==> src/rtl/chan_mux_pkg.sv <==
// Shared encodings and sizing helpers for the N-to-1 channel multiplexer.
package chan_mux_pkg;

    typedef enum logic {
        MODE_FIXED = 1'b0,
        MODE_RR    = 1'b1
    } mode_e;

    typedef enum logic {
        ST_EMPTY = 1'b0,
        ST_FULL  = 1'b1
    } state_e;

    localparam int unsigned CNT_W  = 16;
    localparam int unsigned CH_MIN = 2;
    localparam int unsigned CH_MAX = 16;

    // Index width for a channel count; channel counts below two still get one bit.
    function automatic int unsigned sel_w(input int unsigned n);
        return (n > 1) ? $clog2(n) : 1;
    endfunction

endpackage

==> src/rtl/rr_arbiter.sv <==
// Round-robin search: first requester after ptr, wrapping, with ptr itself checked last.
module rr_arbiter
    import chan_mux_pkg::*;
#(
    parameter int unsigned CH_NUM = 4,
    localparam int unsigned IDX_W = sel_w(CH_NUM)
) (
    input  logic [CH_NUM-1:0] req,
    input  logic [IDX_W-1:0]  ptr,
    output logic [CH_NUM-1:0] grant,
    output logic [IDX_W-1:0]  grant_idx
);

    always_comb begin
        logic             found;
        logic [IDX_W-1:0] idx;
        grant     = '0;
        grant_idx = '0;
        found     = 1'b0;
        idx       = '0;
        for (int unsigned i = 1; i <= CH_NUM; i++) begin
            idx = IDX_W'((32'(ptr) + i) % CH_NUM);
            if (!found && req[idx]) begin
                found       = 1'b1;
                grant[idx]  = 1'b1;
                grant_idx   = idx;
            end
        end
    end

endmodule

==> src/rtl/chan_mux_nto1.sv <==
// N-to-1 channel multiplexer with one output register stage, fixed or round-robin select.
// Optional 16-bit output beat counter port beat_cnt when CHAN_MUX_CNT_EN is defined.
module chan_mux_nto1
    import chan_mux_pkg::*;
#(
    parameter int unsigned CH_NUM = 4,
    parameter int unsigned DATA_W = 8,
    localparam int unsigned SEL_W = sel_w(CH_NUM)
) (
    input  logic                     clk,
    input  logic                     rst,
    input  logic                     mode,
    input  logic [SEL_W-1:0]         sel,
    input  logic [CH_NUM*DATA_W-1:0] in_data,
    input  logic [CH_NUM-1:0]        in_valid,
    output logic [CH_NUM-1:0]        in_ready,
    output logic [DATA_W-1:0]        out_data,
    output logic                     out_valid,
    input  logic                     out_ready,
    output logic [SEL_W-1:0]         out_ch
`ifdef CHAN_MUX_CNT_EN
   ,output logic [CNT_W-1:0]         beat_cnt
`endif
);

    if (CH_NUM < CH_MIN || CH_NUM > CH_MAX) begin : g_bad_ch_num
        $error("chan_mux_nto1: CH_NUM must be within 2..16");
    end

    state_e             state;
    logic [SEL_W-1:0]   ptr;
    logic [CH_NUM-1:0]  rr_grant;
    logic [SEL_W-1:0]   rr_idx;
    logic [CH_NUM-1:0]  fix_grant;
    logic [CH_NUM-1:0]  grant;
    logic [SEL_W-1:0]   grant_idx;
    logic [DATA_W-1:0]  grant_data;
    logic               rr_sel;
    logic               can_accept;
    logic               in_beat;
    logic               out_beat;

    rr_arbiter #(
        .CH_NUM    (CH_NUM)
    ) u_rr_arbiter (
        .req       (in_valid),
        .ptr       (ptr),
        .grant     (rr_grant),
        .grant_idx (rr_idx)
    );

    // Fixed select only grants a valid channel; out-of-range sel matches nothing.
    always_comb begin
        fix_grant = '0;
        for (int unsigned k = 0; k < CH_NUM; k++) begin
            fix_grant[k] = in_valid[k] && (sel == SEL_W'(k));
        end
    end

    assign rr_sel    = (mode == MODE_RR);
    assign grant     = rr_sel ? rr_grant : fix_grant;
    assign grant_idx = rr_sel ? rr_idx   : sel;

    always_comb begin
        grant_data = '0;
        for (int unsigned k = 0; k < CH_NUM; k++) begin
            if (grant[k]) begin
                grant_data = grant_data | in_data[k*DATA_W +: DATA_W];
            end
        end
    end

    // Ready is forced low during reset so no upstream beat completes while the word is discarded.
    assign can_accept = (state == ST_EMPTY) || out_ready;
    assign in_ready   = (can_accept && !rst) ? grant : '0;
    assign in_beat    = |(in_valid & in_ready);
    assign out_valid  = (state == ST_FULL);
    assign out_beat   = out_valid && out_ready;

    always_ff @(posedge clk or posedge rst) begin
        if (rst) begin
            state    <= ST_EMPTY;
            out_data <= '0;
            out_ch   <= '0;
            ptr      <= SEL_W'(CH_NUM - 1);
        end else begin
            if (in_beat) begin
                state    <= ST_FULL;
                out_data <= grant_data;
                out_ch   <= grant_idx;
                if (rr_sel) begin
                    ptr <= grant_idx;
                end
            end else if (out_beat) begin
                state <= ST_EMPTY;
            end
        end
    end

`ifdef CHAN_MUX_CNT_EN
    always_ff @(posedge clk or posedge rst) begin
        if (rst) begin
            beat_cnt <= '0;
        end else if (out_beat) begin
            beat_cnt <= beat_cnt + CNT_W'(1);
        end
    end
`endif

    a_ready_onehot0: assert property (@(posedge clk) disable iff (rst) $onehot0(in_ready));

    a_hold_stable: assert property (@(posedge clk) disable iff (rst)
        (out_valid && !out_ready) |=> (out_valid && $stable(out_data) && $stable(out_ch)));

endmodule

==> config.mk <==
export PLATFORM = sky130hd
export DESIGN_NAME = chan_mux_nto1
export DESIGN_NICKNAME = d
export VERILOG_FILES = /design/src/rtl/chan_mux_pkg.sv /design/src/rtl/rr_arbiter.sv /design/src/rtl/chan_mux_nto1.sv
export SDC_FILE = /design/constraint.sdc
export NUM_CORES = 1
export LEC_CHECK = 0
export CAP_MARGIN = 20
export CORE_ASPECT_RATIO = 1.4
export CORE_UTILIZATION = 40
export DETAILED_ROUTE_END_ITERATION = 6
export GPL_TIMING_DRIVEN = 0
export HOLD_SLACK_MARGIN = 0.02
export PLACE_DENSITY = 0.77
export SYNTH_ARGS = -nofsm -noshare
export SYNTH_HDL_FRONTEND = slang
export SYNTH_SLANG_ARGS = --single-unit
==> constraint.sdc <==
create_clock -name clk -period 3.3 [get_ports clk]
set_clock_uncertainty 0.1 [all_clocks]
set_input_delay 0.33 -clock clk [delete_from_list [all_inputs] [get_ports clk]]
set_output_delay 0.33 -clock clk [all_outputs]
set_load 0.02 [all_outputs]
# [After elaboration in Yosys (flattened, before gate mapping)]
# Index checks and enable logic that the tools add are counted.
[word_totals] regBits=13 inputBits=42 wordCells=85
[classes] addsub=4 magnitude_cmp=8 n_eq_ne=3 muxes=36 bitwise=8 n_reduce_logical=22
[ops] op="$mux 8" n=4
[ops] op="$mux 4" n=6
[ops] op="$or 8x8->8" n=3
[ops] op="$logic_and 1x1->1" n=13
[ops] op="$mux 1" n=13
[ops] op="$lt 2x3->1 const B" n=4
[ops] op="$or 4x4->4" n=3
[ops] op="$mux 2" n=5
[ops] op="$bmux 1 s2" n=4
[ops] op="$demux 1 s2" n=4
[ops] op="$ge 2x1->1 const B" n=4
[ops] op="$add 2x1->2 const B" n=2
[ops] op="$add 2x2->2 const B" n=2
[ops] op="$and 4x4->4" n=1
[ops] op="$eq 2x2->1 const B" n=2
[ops] op="$logic_not 1->1" n=4
[ops] op="$reduce_or 4->1" n=1
[ops] op="$eq 2x1->1 const B" n=1
[ops] op="$logic_not 2->1" n=1
[ops] op="$reduce_and 2->1" n=1
[ops] op="$reduce_bool 2->1" n=1
[ops] op="$logic_or 1x1->1" n=1
[ops] op="$not 1->1" n=1

# [Longest topological paths before layout]
# Gate-level depths: netlist (run 1).
[depth] ltp_word=21 mapped_depth=12 mapped_depth_nobuf=9

# [By module]
# A second synthesis (run 1) with hierarchy kept.
[unflattened] hier_cells=173 area_unflattened_um2=1512.7
[modules_own_cells] module="chan_mux_nto1" n_inst=1 cells_each=105 area_per_inst_um2=967.2
[modules_own_cells] module="rr_arbiter" n_inst=1 cells_each=68 area_per_inst_um2=545.5

# [Worst setup path after synthesis (run 1)]
# No wires, ideal clock.
[synth_path] path_kind="register -> register" from="reg ptr[0]" to="reg out_ch[0]" arrival_ps=3251 required_time_ps=3075 setup_slack_ps=-176 path_stages_with_launch=13 synth_period_minus_slack_ps=3476 path_cell_list="dfstp_2 > buf_2 > inv_1 > ha_1 > buf_6 > and3b_1 > o211a_1 > o21a_1 > or3_1 > a22o_1 > o31a_4 > buf_6 > mux2_4"
[synth_between] elab_chain_len=17 word_cells_on_any_way=57
[synth_lines] element="from (decl)" line_no="chan_mux_nto1.sv:31" source="logic [SEL_W-1:0] ptr;"
[synth_lines] element="from (signal assigned)" line_no="chan_mux_nto1.sv:85" source="ptr <= SEL_W'(CH_NUM - 1);"
[synth_lines] element="from (signal assigned)" line_no="chan_mux_nto1.sv:92" source="ptr <= grant_idx;"
[synth_lines] element="parallel branches: the longest is 17 deep, another holds $lt 2x3->1"
[synth_lines] element="to (signal assigned)" line_no="chan_mux_nto1.sv:90" source="out_ch <= grant_idx;"
[synth_lines] element="to (decl)" line_no="chan_mux_nto1.sv:20" source="output logic [SEL_W-1:0] out_ch"
# Several ways; the timed one is not identified. The select of a mux whose other input is x is not followed.
# A chain may end at the register's enable or synchronous reset.

# [Worst setup path after layout (run 1)]
[layout_path] from="reg ptr[1]" to="reg out_data[4]"
[layout_between] elab_chain_len=21 word_cells_on_any_way=59
[layout_lines] element="parallel branches: the longest is 12 deep, another holds $lt 2x3->1"
[layout_lines] element="$mux 4 *" line_no="rr_arbiter.sv:23" source="if (!found && req[idx]) begin"
[layout_lines] element="$mux 4 *" line_no="chan_mux_nto1.sv:61" source="assign grant = rr_sel ? rr_grant : fix_grant;"
[layout_lines] element="$mux 8" line_no="chan_mux_nto1.sv:67" source="if (grant[k]) begin"
[layout_lines] element="$or 8x8->8" line_no="chan_mux_nto1.sv:68" source="grant_data = grant_data | in_data[k*DATA_W +: DATA_W];"
[layout_lines] element="$mux 8" line_no="chan_mux_nto1.sv:67"
[layout_lines] element="$or 8x8->8" line_no="chan_mux_nto1.sv:68"
[layout_lines] element="$mux 8" line_no="chan_mux_nto1.sv:67"
[layout_lines] element="$or 8x8->8" line_no="chan_mux_nto1.sv:68"
[layout_lines] element="$mux 8" line_no="chan_mux_nto1.sv:67"
[layout_lines] element="to (signal assigned)" line_no="chan_mux_nto1.sv:89" source="out_data <= grant_data;"
[layout_lines] element="to (decl)" line_no="chan_mux_nto1.sv:17" source="output logic [DATA_W-1:0] out_data,"
# Mark *: on every way between the ends. The select of a mux whose other input is x is not followed.

==> results of run 1 <==
[registers in the layout, summed over array words and instances, names as in the netlist]
register and cells:
out_ch 2, out_data 8, out_valid 1, ptr 2
[worst max-delay path, delay by kind of cell, from the launching register on]
family | cells | cell delay, ns
simple gates | 2 | 0.41
buf+inv | 4 | 0.51
flops | 1 | 0.57
mux | 1 | 0.29
fa+ha+maj | 1 | 0.31
compound gates | 4 | 1.04
[power by group]
group	switching, mW	internal, mW	total [mW]	leakage [nW]
Clock	0.0537	0.0851	0.139	0.0228
Sequential	0.0641	0.249	0.313	0.149
Combinational	0.650	0.675	1.32	0.772
Total	0.768	1.01	1.78	0.944
[worst max-delay path by stage]
| stage | cells past startpoint | endpoint | from | slack (ns) |
|---|---|---|---|---|
| after global placement | 10 | in_ready[0] | ptr[1]$_DFFE_PP1P_ | -0.96 |
| after global routing | 12 | out_data[0]$_DFFE_PP0P_ | ptr[1]$_DFFE_PP1P_ | -0.1 |
| after detailed placement | 10 | in_ready[0] | ptr[1]$_DFFE_PP1P_ | -1.00 |
| final | 12 | out_data[4]$_DFFE_PP0P_ | ptr[1]$_DFFE_PP1P_ | -0.05 |
| after floorplan | 12 | out_ch[0]$_DFFE_PP0P_ | ptr[1]$_DFFE_PP1P_ | 0.03 |
| after CTS | 12 | out_ch[1]$_DFFE_PP0P_ | ptr[1]$_DFFE_PP1P_ | -0.02 |
[placed cells by master, fill, tap and decap left out, drive strengths merged, types with 2 or more instances in the layout]
cell type	count
clkdlybuf4s50	52
buf	22
o21ai	14
mux2	14
dfrtp	11
nand2	10
a22oi	8
a32oi	8
ha	8
nor2	7
clkbuf	7
a21oi	5
nor3b	4
nor3	4
mux2i	3
o21a	3
a21o	3
a41oi	3
inv	3
a21boi	3
nand3b	2
or3b	2
a2111oi	2
and3b	2
o211a	2
and4	2
nor2b	2
and2	2
o2bb2ai	2
a211oi	2
dfstp	2
[layout make-up]
cell class / count / area, µm²
clock buffer: 4 / 45.0
multi-input combinational: 129 / 1130
inverter: 4 / 23.8
buffer: 8 / 71.3
sequential: 13 / 328
tap: 40 / 50.0
fill: 282 / 1130
timing repair buffer: 69 / 659
[metrics by stage]
stage / area (µm²) / util, % / TNS, ns / power (mW) / cells
after floorplan: 1500 / - / 0 / 1.01 / 157
after global routing: 2310 / 67.2 / -0.792 / 1.87 / 267
after detailed placement: 2110 / 61.3 / -6.92 / 1.39 / 253
after global placement: 2110 / 61.3 / -6.35 / 1.37 / 253
final: 2310 / 67.2 / -0.301 / 1.78 / 267
after CTS: 2260 / 65.6 / -0.162 / 1.64 / 263
[layer usage]
| metal | up-vias | GRT usage (%) | share of wire, % |
|---|---|---|---|
| li1 | 755 | - | - |
| met1 | 772 | 28.6 | 36 |
| met2 | 98 | 48.1 | 52 |
| met3 | 20 | 5.18 | 6.6 |
| met4 | 0 | 17.5 | 5.4 |
| met5 | - | 0 | 0 |
[timing repair]
item | 4_1_cts | 5_1_grt
setup buffers | 7 | 5
gates cloned | 0 | 1
setup endpoints to repair | 17 | 15
pin swaps | 3 | 2
resized for setup | 22 | 19
[logic make-up after synthesis]
group,after synthesis
compound gates,63
fa+ha+maj,8
buf+inv,15
flops,13
mux,18
simple gates,40
==> flow_summary.yaml, run 1 <==
place:
  detailed_place_hpwl_um: 3850
  minimum_setup_slack_after_placement_ns: -1.00
  portBuffers: 56
  gp_congestion: 0.915
min_path:
  timing.hold.worst.class: "input port to async pin"
die:
  floorplan.die.width_um: 53.3
  top_level_ports: 57
  initial_core_util_pct: 42.8
  die_footprint_um2: 3930
  floorplan.die.height_um: 73.8
  placeable_core_region_um2: 3440
  placement_rows: 25
sta:
  max_slew.worst_pin.slew_ns: 0.622
  max_slew_margin_pct: 58.4
  timing.final.setup_violations: 9
  maxClockFrequency_mhz: 299
  timing.final.ws_setup_ns: -0.0454
  final-hold-violation-count: 0
  period_minus_slack_ns: 3.35
  timing.final.max_slew_violations: 0
  timing.hold.ws_ns: 0.392
  grt_setup_unrepaired: "true"
  min_period_over_period_pct: 101
cells_and_area:
  antenna_cells: 0
  area_growth_syn_to_layout_pct: 56.8
  layout.nets: 278
  final_layout_size_suffix_gt1_share_pct: 26.0
clock_network:
  clock-sinks: 13
  cts_hold_repair.buffers: 0
  clock_tree.buffer_depth: 2
  clock_root_buffer: "clkbuf_8"
  worst_setup_hold_path_clk_slew_ns: 0.05
  cts_inserted_buffers: 3
  clock_tree.htree_level_count: 1
  cts_tree: "built"
  clkLatencyLatePin_ns: 0.24
setup_path:
  timing.rr.start: "ptr[1]$_DFFE_PP1P_"
  worst-r2r-setup-slack_ns: -0.05
  worstPathArrival_ns: 3.37
  worstSetupEndpointType: "flop"
  timing.reg2reg.worst_path_depth: 12
  start_kind: "flop"
  path_max_fanout: 6
  path_class: "flop to flop"
  worst_path_max_delay_cell: "dfstp_2"
  rr_endpoint: "out_data[4]$_DFFE_PP0P_"
  critical_path.cell_chain: "clkinvlp_4 -> ha_4 -> buf_8 -> buf_6 -> nor3b_2 -> o211a_4 -> o21a_1 -> or3_1 -> a22o_1 -> o31a_4 -> clkbuf_16 -> mux2_4"
  crit_required_ns: 3.32
  crit_path_max_incr_delay_ns: 0.57
power:
  power_leakage_nw: 0.944
  power.density_nw_per_um2: 769
  ir_worst_vdd_uv: 687
route:
  drtIter0Drc: 42
  residual_drc_count: 0
  wl_per_cell_um: 19.3
  drtAntennaViolNets: 0
  num_vias: 1645
  vias_per_cell: 6.16
  routed_wl_um: 5170
  drt_first_pass_iters: 4
synthesis:
  synth.top_cell.area_share_pct: 18.7
  netlist_top_cells_count: "o21ai_0, dfrtp_1, nand2_1"
  syn_inst: 157
  synth.ff_latch_count: 13
  sequential_area_share_after_synthesis_pct: 22.2
  synth_async_sr_flop_share_pct: 100
  synth_area_um2: 1470
  postSynthAreaPerCell_um2: 9.39
  synth-compound-area-share_pct: 33.2
  most_common_cell_in_the_netlist: "o21ai_0"
  synth_fa_ha_area_share_pct: 6.79
  synth.top_cells.by_area: "dfrtp_1, mux2_4, ha_1, a32oi_1, o21ai_0"
  number_of_distinct_standard_cells_referenced_by_the_synthesized_netlist: 49
  synth_top_family_by_area: "compound AO/OA/AOI/OAI gates"
  dominantRegCellSynth: "dfrtp_1"
  synth_xor_area_share_pct: 0
  netlist.top_cell.by_area: "dfrtp_1"
  synth-warning-count: 0
  synth_edf_count: 0
  post_synthesis_simple_gate_area_fraction_pct: 15.3
  synth.area.mux_share_pct: 16.6
  synth.net_count: 207
global_routing:
  globalRouteTotalUtil_pct: 27.3
  first_global_vias: 1745
  largest_net_degree_at_the_start_of_global_routing: 14
  antenna_found_initial: 0
  grt_first_pass_wirelength_um: 7820
  gr-total-overflow: 0
job:
  drv_cap: 0
status:
  violations: "negative setup slack"
  outcome: "finished with violations"
No activity file was read; power rests on OpenSTA's default activity.
==> run 2: changes to the inputs <==
MAX_ROUTING_LAYER = met4   (was default)
==> run 2 against run 1 <==
Net effect: the flow still finishes with violations (negative setup slack); count of clock-buffer cells in the layout is the same; first-iteration DRC count shrank 7.1%; highest routed layer unchanged; final cell count grew 1.9%; utilization grew 1.1 points; cell area grew 1.7%; setup slack gained 0.028 ns.
==> flow_summary.yaml, run 2 (synthesis results as in run 1) <==
status:
  outcome: "finished with violations"
  violations: "negative setup slack"
global_routing:
  antenna_found_initial: 0
  globalRouteTotalUtil_pct: 29.1
  gr-total-overflow: 0
  gr-max-usage-layer: "met2"
  met3_usage_pct: 3.73
  global_route.usage.met1_pct: 28.0
  grt_first_pass_wirelength_um: 7860
  largest_net_degree_at_the_start_of_global_routing: 14
  grt_util_met2_pct: 52.1
  first_global_vias: 1699
setup_path:
  crit_required_ns: 3.32
  path_class: "flop to flop"
  start_kind: "flop"
  worstPathArrival_ns: 3.34
  path_max_fanout: 10
  worstSetupEndpointType: "flop"
clock_network:
  cts_hold_repair.buffers: 0
  clock-sinks: 13
  clkLatencyLatePin_ns: 0.24
  clock_root_buffer: "clkbuf_8"
  clock_tree.htree_level_count: 1
  cts_tree: "built"
  worst_setup_hold_path_clk_slew_ns: 0.05
  clock_tree.buffer_depth: 2
  cts_inserted_buffers: 3
route:
  drt_first_pass_iters: 4
  vias_per_cell: 6.12
  routed_wl_um: 5180
  num_vias: 1664
  wl_per_cell_um: 19.1
  drtIter0Drc: 39
  drtAntennaViolNets: 0
  residual_drc_count: 0
cells_and_area:
  layout.nets: 283
  largest_register: "out_data"
  final_cell_mix: "clkdlybuf4s50_1, buf_4, dfrtp_1"
  layout_top_registers: "out_data: 8 flops, out_ch: 2 flops, ptr: 2 flops"
  largest_register_ff_count: 8
  antenna_cells: 0
  area_growth_syn_to_layout_pct: 59.4
  final_area_um2: 2350
  final_layout_size_suffix_gt1_share_pct: 28.0
  layout.cells.most_common: "clkdlybuf4s50_1"
sta:
  period_minus_slack_ns: 3.32
  min_period_over_period_pct: 101
  maxClockFrequency_mhz: 301
  max_slew_margin_pct: 54.3
  timing.final.setup_violations: 9
  timing.hold.ws_ns: 0.366
  max_slew.worst_pin.slew_ns: 0.677
  final-hold-violation-count: 0
  timing.final.max_slew_violations: 0
  timing.final.ws_setup_ns: -0.0173
  grt_setup_unrepaired: "true"
power:
  ir_worst_vdd_uv: 752
  power_leakage_nw: 0.989
  power.density_nw_per_um2: 765
die:
  floorplan.die.width_um: 53.3
  placeable_core_region_um2: 3440
  placement_rows: 25
  top_level_ports: 57
  die_footprint_um2: 3930
  initial_core_util_pct: 42.8
  floorplan.die.height_um: 73.8
place:
  place_area_um2: 2110
  detailed_place_hpwl_um: 4040
  gp_congestion: 0.894
  portBuffers: 56
job:
  drv_cap: 0
min_path:
  timing.hold.worst.class: "input port to async pin"
run 2: cell types whose count changed in the layout (fill, tap and decap cells not counted), sizes merged:
cell,change
buf,+7
clkbuf,-2
run 2: final timing paths:
| check | cells after the start | start | endpoint | slack, ns |
|---|---|---|---|---|
| setup / recovery | 12 | ptr[0]$_DFFE_PP1P_ | out_data[4]$_DFFE_PP0P_ | -0.02 |
| hold / removal | 2 | rst | out_data[6]$_DFFE_PP0P_ | 0.37 |
| max in group asynchronous | 2 | rst | ptr[1]$_DFFE_PP1P_ | 2.38 |
| hold reg to reg | 1 | out_ch[0]$_DFFE_PP0P_ | out_ch[0]$_DFFE_PP0P_ | 0.41 |
| setup reg to reg | 12 | ptr[0]$_DFFE_PP1P_ | out_data[4]$_DFFE_PP0P_ | -0.02 |
| min in group clk | 1 | out_ch[0]$_DFFE_PP0P_ | out_ch[0]$_DFFE_PP0P_ | 0.41 |
run 2: layout make-up:
| cell class | instances | area [µm²] |
|---|---|---|
| clock buffer | 4 | 45.0 |
| tap | 40 | 50.0 |
| sequential | 13 | 328 |
| multi-input combinational | 129 | 1140 |
| inverter | 4 | 21.3 |
| fill | 287 | 1090 |
| timing repair buffer | 72 | 671 |
| buffer | 10 | 97.6 |
run 2: timing repair:
action | in CTS | in global routing
setup endpoints to repair | 17 | 16
pin swaps | 7 | 2
resized for setup | 32 | 15
buffers inserted | 11 | 5
run 2: routing by layer:
layer | routed length (µm) | share of wire, %
met1 | 1880 | 36
met2 | 2740 | 53
met3 | 253 | 4.9
met4 | 305 | 5.9
met5 | 0 | 0
run 2: metrics by stage:
stage	instances	setup TNS [ns]	util [%]	worst slack [ns]	total power [mW]
final	272	-0.0856	68.3	-0.0173	1.80
after global routing	272	-0.659	68.3	-0.0740	1.90
after CTS	267	-0.0123	66.1	-0.0100	1.65
after detailed placement	253	-7.04	61.3	-1.03	1.39
after global placement	253	-6.47	61.3	-0.990	1.36
after floorplan	157	0	-	0.0251	1.01
run 2: worst max-delay path: stages, from the launching register on:
cell	delay (ns)
dfstp_2	0.56
buf_8	0.11
inv_4	0.06
ha_4	0.25
buf_8	0.13
and3b_1	0.16
o211a_1	0.25
o21a_1	0.20
or3_1	0.37
a22o_1	0.26
o31a_4	0.30
buf_12	0.15
mux2_4	0.30
run 2: where the power goes:
part	internal [mW]	leakage, nW	total [mW]	switching (mW)
Sequential	0.249	0.149	0.303	0.0540
Combinational	0.700	0.817	1.36	0.656
Clock	0.0851	0.0228	0.139	0.0537
